[src/rtl/seven_seg_scan_core_pkg.sv]
// Shared constants for the multiplexed seven-segment scanner: segment
// lookup table, blank/off codes and the digit-index width.
package seven_seg_scan_core_pkg;

    // Eight digits, so a 3-bit scan index.
    localparam int unsigned DIGIT_W = 3;
    localparam int unsigned N_DIGITS = 8;

    // All cathodes high (segments and dp dark) and all anodes high (no digit on).
    localparam logic [7:0] SEG_BLANK = 8'hFF;
    localparam logic [7:0] AN_OFF    = 8'hFF;

    // Active-low {g,f,e,d,c,b,a} patterns, indexed by nibble value.
    // Listed from F down to 0 so that HEX_SEG_TABLE[n] is the pattern for n.
    localparam logic [15:0][6:0] HEX_SEG_TABLE = {
        7'h0E, // F
        7'h06, // E
        7'h21, // d
        7'h46, // C
        7'h03, // b
        7'h08, // A
        7'h10, // 9
        7'h00, // 8
        7'h78, // 7
        7'h02, // 6
        7'h12, // 5
        7'h19, // 4
        7'h30, // 3
        7'h24, // 2
        7'h79, // 1
        7'h40  // 0
    };

endpackage

[src/rtl/seven_seg_scan_core_if.sv]
// Display-side signal bundle: digit data and enables in, cathode/anode drive out.
interface seven_seg_scan_core_if;
    logic [31:0] data;
    logic [7:0]  digit_en;
    logic [7:0]  dp_en;
    logic [7:0]  SEG;
    logic [7:0]  AN;

    // Master supplies what to display; slave (the scanner) drives the pins.
    modport master (output data, digit_en, dp_en, input SEG, AN);
    modport slave  (input data, digit_en, dp_en, output SEG, AN);
endinterface

[src/rtl/seven_seg_scan_core_hex_to_seg.sv]
// Purely combinational nibble to active-low seven-segment pattern decoder.
module hex_to_seg
    import seven_seg_scan_core_pkg::*;
(
    input  logic [3:0] nibble,
    output logic [6:0] seg
);

    // Straight table lookup; no state.
    assign seg = HEX_SEG_TABLE[nibble];

endmodule

[src/rtl/seven_seg_scan_core.sv]
// Time-multiplexed eight-digit seven-segment scanner. A prescaler produces a
// one-cycle tick every DIV_N clocks; on each tick the anode/cathode registers
// load the decode of the current digit and the digit index advances.
module seven_seg_scan_core
    import seven_seg_scan_core_pkg::*;
#(
    parameter int unsigned DIV_N = 50000
) (
    input  logic                 clk,
    input  logic                 rst,
    seven_seg_scan_core_if.slave bus
);

    localparam int unsigned CNT_W = (DIV_N > 2) ? $clog2(DIV_N) : 1;
    localparam logic [CNT_W-1:0] CNT_LAST = CNT_W'(DIV_N - 1);

    logic [CNT_W-1:0]   presc_cnt;
    logic               tick;
    logic [DIGIT_W-1:0] digit_idx;
    logic [3:0]         cur_nibble;
    logic [6:0]         cur_pattern;
    logic [7:0]         an_next;
    logic [7:0]         seg_next;

    assign tick = (presc_cnt == CNT_LAST);

    // Prescaler: free-running 0..DIV_N-1, wraps on the tick cycle.
    always_ff @(posedge clk) begin
        if (rst) begin
            presc_cnt <= '0;
        end else if (tick) begin
            presc_cnt <= '0;
        end else begin
            presc_cnt <= presc_cnt + CNT_W'(1);
        end
    end

    // Digit index: advances once per tick, naturally wrapping 7 -> 0.
    always_ff @(posedge clk) begin
        if (rst) begin
            digit_idx <= '0;
        end else if (tick) begin
            digit_idx <= digit_idx + DIGIT_W'(1);
        end
    end

    assign cur_nibble = bus.data[{digit_idx, 2'b00} +: 4];

    hex_to_seg u_hex_to_seg (
        .nibble (cur_nibble),
        .seg    (cur_pattern)
    );

    // Decode of the digit currently selected (before the index increments).
    always_comb begin
        an_next  = AN_OFF;
        seg_next = {~bus.dp_en[digit_idx], cur_pattern};
        if (bus.digit_en[digit_idx]) begin
            an_next = ~(8'b1 << digit_idx);
        end
    end

    // Output registers: load only on a tick so input changes between ticks
    // are invisible; reset blanks the display and wins over a coincident tick.
    always_ff @(posedge clk) begin
        if (rst) begin
            bus.AN  <= AN_OFF;
            bus.SEG <= SEG_BLANK;
        end else if (tick) begin
            bus.AN  <= an_next;
            bus.SEG <= seg_next;
        end
    end

endmodule

[src/flat_wrapper.sv]
// flat-port wrapper written by rule: the top's interface ports become plain ports
module seven_seg_scan_core_flat import seven_seg_scan_core_pkg::*;
#(
    parameter int unsigned DIV_N = 50000
)
  (clk, rst, bus_data, bus_digit_en, bus_dp_en, bus_SEG, bus_AN);
  seven_seg_scan_core_if bus_i ();
  input  logic clk;
  input  logic rst;
  input wire logic [$bits(bus_i.data)-1:0] bus_data;
  input wire logic [$bits(bus_i.digit_en)-1:0] bus_digit_en;
  input wire logic [$bits(bus_i.dp_en)-1:0] bus_dp_en;
  output wire logic [$bits(bus_i.SEG)-1:0] bus_SEG;
  output wire logic [$bits(bus_i.AN)-1:0] bus_AN;
  assign bus_i.data = bus_data;
  assign bus_i.digit_en = bus_digit_en;
  assign bus_i.dp_en = bus_dp_en;
  assign bus_SEG = bus_i.SEG;
  assign bus_AN = bus_i.AN;
  seven_seg_scan_core #(.DIV_N(DIV_N)) u_core (.clk(clk), .rst(rst), .bus(bus_i));
endmodule
[config.mk]
export PLATFORM = sky130hd
export DESIGN_NAME = seven_seg_scan_core_flat
export DESIGN_NICKNAME = d
export VERILOG_FILES = /design/src/rtl/seven_seg_scan_core_pkg.sv /design/src/rtl/seven_seg_scan_core_if.sv /design/src/rtl/seven_seg_scan_core_hex_to_seg.sv /design/src/rtl/seven_seg_scan_core.sv /design/src/flat_wrapper.sv
export SDC_FILE = /design/constraint.sdc
export NUM_CORES = 1
export LEC_CHECK = 0
export ABC_AREA = 1
export BUFFER_PORTS_ARGS = -buffer_cell sky130_fd_sc_hd__clkbuf_2
export CAP_MARGIN = 20
export CORE_UTILIZATION = 53
export DETAILED_ROUTE_END_ITERATION = 7
export GPL_ROUTABILITY_DRIVEN = 0
export HOLD_SLACK_MARGIN = 0.02
export PLACE_DENSITY = 0.81
export SLEW_MARGIN = 20
export SYNTH_ARGS = -nofsm -noshare
export SYNTH_HDL_FRONTEND = slang
export SYNTH_SLANG_ARGS = --single-unit
export TNS_END_PERCENT = 50
[constraint.sdc]
create_clock -name clk -period 2.5 [get_ports clk]
set_input_delay 0.25 -clock clk [delete_from_list [all_inputs] [get_ports clk]]
set_output_delay 0.25 -clock clk [all_outputs]
set_load 0.02 [all_outputs]
==> impl_results.md <==
- WHS: 281 ps
- Final Non-Filler Cells: 476
- DP Cell Count: 468
- Starting density of the core: 55.5%
- Synth top area share: 29.0%
- CTS tree: built
- Synth Register Bits: 35
- CTS Buf Count: 5
- PwrDens: 401 nW/um^2
- HP Class: primary input to flop
- Synth area leaders: dfxtp_1 29%, nand2_1 12%, inv_1 7.3%
- Total power: 1.14 mW
- Drc violations: 0
- Vias: 2458
- Reg clk slew, reported paths: 70 ps
- CP required: 2690 ps
- Fill cells: 400
- CP top delay family: simple AND/OR/NAND/NOR gates
- FMAX: 474 MHz
- Pre-CTS setup slack: 464 ps
- Antenna diode instance count: 0
- Worst Hold Path EP: u_core.bus.SEG[4]
- Final HPWL DP: 4180 microns
- Pin count of the biggest net entering global routing: 28
- R2R cell count: 13
- Sequential power share: 49.5%
- RR Endpoint: u_core.bus.SEG[0]
- Setup violators final: 0
- Nets: 486
- Clock skew: 4.53 ps
- Avg Cell Area, Syn: 6.75 sq um
- Initial antenna violation count: 0
- CP startpoint kind: flop
- Hold Startpoint: rst
- Drt pass-1 iters: 4
- Register area share after synthesis: 29.0%
- CTS Sinks: 35
- Final period utilization: 84.3%
- CP arrival: 2300 ps
- Die ar.: 4840 sq um
- Post-synth EDFFs: 0
- Share of cells above drive strength 1: 26.7%
- GRT Residual Overflow: 0
- Hold Path Stages: 3
- H-tree levels: 2
- Min cycle time layout: 2110 ps
- Synth Flop Type: dfxtp_1
- CP max stage cell: dfxtp_1
- Max-slew headroom: 65.1%
- Critical path, cell by cell: buf_4 > nor2_1 > nor2_1 > o21ai_1 > nand3_1 > nand2_1 > ha_1 > inv_1 > nand3_1 > nand3_1 > nand3_1 > nand2_1 > inv_1
- Slowest Stage Delay on Critical Path: 430 ps
- Syn Std Cell Area: 2420 sq um
- Starting DRT DRC Count: 151
- Crit path kind: flop to flop
- Gr usage total: 24.2%
- Area growth, synth to finish: 17.5%
- Final WS setup: 392 ps
- Max Buffers Root-to-Sink: 2
- WL/cell: 11.5 microns
- Post-CTS Repair Setup Buffers: 0
- Setup TNS: 0 ps
- Comb pwr share: 11.1%
- Vias in the first global route: 2354
- Worst vdd ir: 0.000198 V
- Cells after Synth: 358
- Final Hold Vio Count: 0
- Post-CTS Hold Fix Bufs: 0
- Input/output buffers: 65
- First-pass GRT wire length: 9580 microns
- Net switching power: 0.269 mW
- CP bufs+invs: 3
- Synth unique cells: 36
- Max Slew Vio Count: 0
- Die width: 69.5 microns
- DR vias/cell: 5.16
- Sw Ratio: 23.6%
- Critical Path Fanout Max: 26
- RSZ-0062 raised after global routing: no
- Top cell type by total area after synthesis: dfxtp_1
- CP most frequent cell: nand3_1
- Crit end category: flop
- Ys async rst share: 0%
- Worst R2R Setup Slack: 390 ps
- Status: complete, no violations
- Leak Pwr: 1.39 nW
- Post-route ant nets: 0
- Root buf cell: clkbuf_8
- Resize count post-CTS: 0
- Boundary Pins: 66
- Clk_lat worst skew: 290 ps
- MaxCap Viol Count: 0
- Worst-Margin Slew: 521 ps
- WL final: 5460 microns
- Die height: 69.5 microns
- Core footprint: 4350 sq um
- Int Power: 0.870 mW
- Yosys warns: 0
- Cell row count: 24
- R2R Path Start: u_core.digit_idx[0]
- Power share of the clock group: 39.3%
- Mapped Nets: 421
==> final cells by class <==
cell class	instances	area, sq um	area share (%)
Sequential cell	35	701	24.7
Inverter	55	209	7.35
Tap cell	52	65.1	2.29
Clock buffer	8	100	3.52
Timing Repair Buffer	69	355	12.5
Multi-Input combinational cell	257	1410	49.7
==> kinds of logic (layout without fill, tap and decap cells) <==
family          count (synthesis)  count (layout)  share of synthesized area, %
simple gates                  192             192                          38.0
compound gates                 49              49                          12.5
xor+xnor                        3               3                          1.09
flops                          35              35                          29.0
fa+ha+maj                      13              13                          6.73
buf+inv                        66             132                          12.6
==> cells in the mapped netlist, types with 4 or more instances <==
master,instances
ha_1,13
buf_6,5
inv_1,47
o21ai_1,5
dfxtp_1,35
o21ai_0,8
nand2_2,7
nor2_1,43
inv_2,7
nand3_2,5
nor3_1,5
nor2_2,6
nand2_1,76
a21oi_1,22
buf_4,4
a41oi_1,6
nand3_1,33
==> cell usage in the layout (no fill, tap or decap) <==
master	count
nand2_1	76
clkbuf_2	65
inv_1	47
nor2_1	43
dfxtp_1	35
nand3_1	33
a21oi_1	22
ha_1	13
o21ai_0	8
inv_2	7
nand2_2	7
clkbuf_8	7
nor2_2	6
a41oi_1	6
o21ai_1	5
nand3_2	5
nor3_1	5
buf_4	4
nand2_4	3
nand4_1	3
nand3b_1	3
xor2_1	3
or2_2	2
o22ai_2	2
a31oi_1	2
inv_4	1
o21ai_4	1
nor2_4	1
or2_0	1
nor4_1	1
nor4_4	1
or2_1	1
nor3b_2	1
a22oi_1	1
o31ai_1	1
o22ai_1	1
clkbuf_1	1
==> worst register-to-register path, delay by kind of cell, from the launching register on <==
kind / cells / cell delay [ps]
flip-flops: 1 / 430
buffers and inverters: 3 / 420
AND/OR/NAND/NOR: 8 / 800
adder cells (fa/ha/maj): 1 / 280
AO/OA/AOI/OAI: 1 / 90
==> per-layer routing <==
layer  global-route usage [%]  share of wire (%)  up-vias  routed length (microns)
met2                     43.7                 50       80                     2720
met5                        0                  0        -                        0
met1                     26.9                 43     1087                     2360
li1                         -                  -     1276                        -
met4                     12.7                2.5        0                      138
met3                     4.22                4.4       15                      239
==> through the flow <==
stage | area, sq um | utilization, %
2_1_floorplan | 2420 | -
3_3_place_gp | 2740 | 63.0
3_5_place_dp | 2740 | 63.0
4_1_cts | 2840 | 65.3
5_1_grt | 2840 | 65.3
6_report | 2840 | 65.3
==> state kept, by name, summed over array words and instances (netlist names) <==
name / flops
u_core.bus.SEG: 8
u_core.bus.AN: 8
u_core.presc_cnt: 16
u_core.digit_idx: 3
==> power groups by stage <==
stage	clock network, mW	logic, mW	registers, mW
floorplan	0	0.0740	0.576
global placement	0	0.123	0.577
detailed placement	0	0.126	0.577
CTS	0.454	0.126	0.564
global route	0.476	0.144	0.565
finish	0.448	0.127	0.564
==> worst max-delay path by stage <==
stage / cells after the start / slack [ps] / to / from
6_report: 13 / 390 / u_core.bus.SEG[0] / u_core.digit_idx[0]
5_1_grt: 14 / 210 / u_core.bus.SEG[3] / u_core.digit_idx[0]
4_1_cts: 13 / 420 / u_core.bus.SEG[0] / u_core.digit_idx[0]
3_5_place_dp: 12 / 460 / u_core.bus.SEG[3] / u_core.digit_idx[0]
3_3_place_gp: 12 / 570 / u_core.bus.SEG[3] / u_core.digit_idx[0]
2_1_floorplan: 14 / 720 / u_core.bus.SEG[3] / u_core.digit_idx[0]
(Power assumes the default switching activity.)
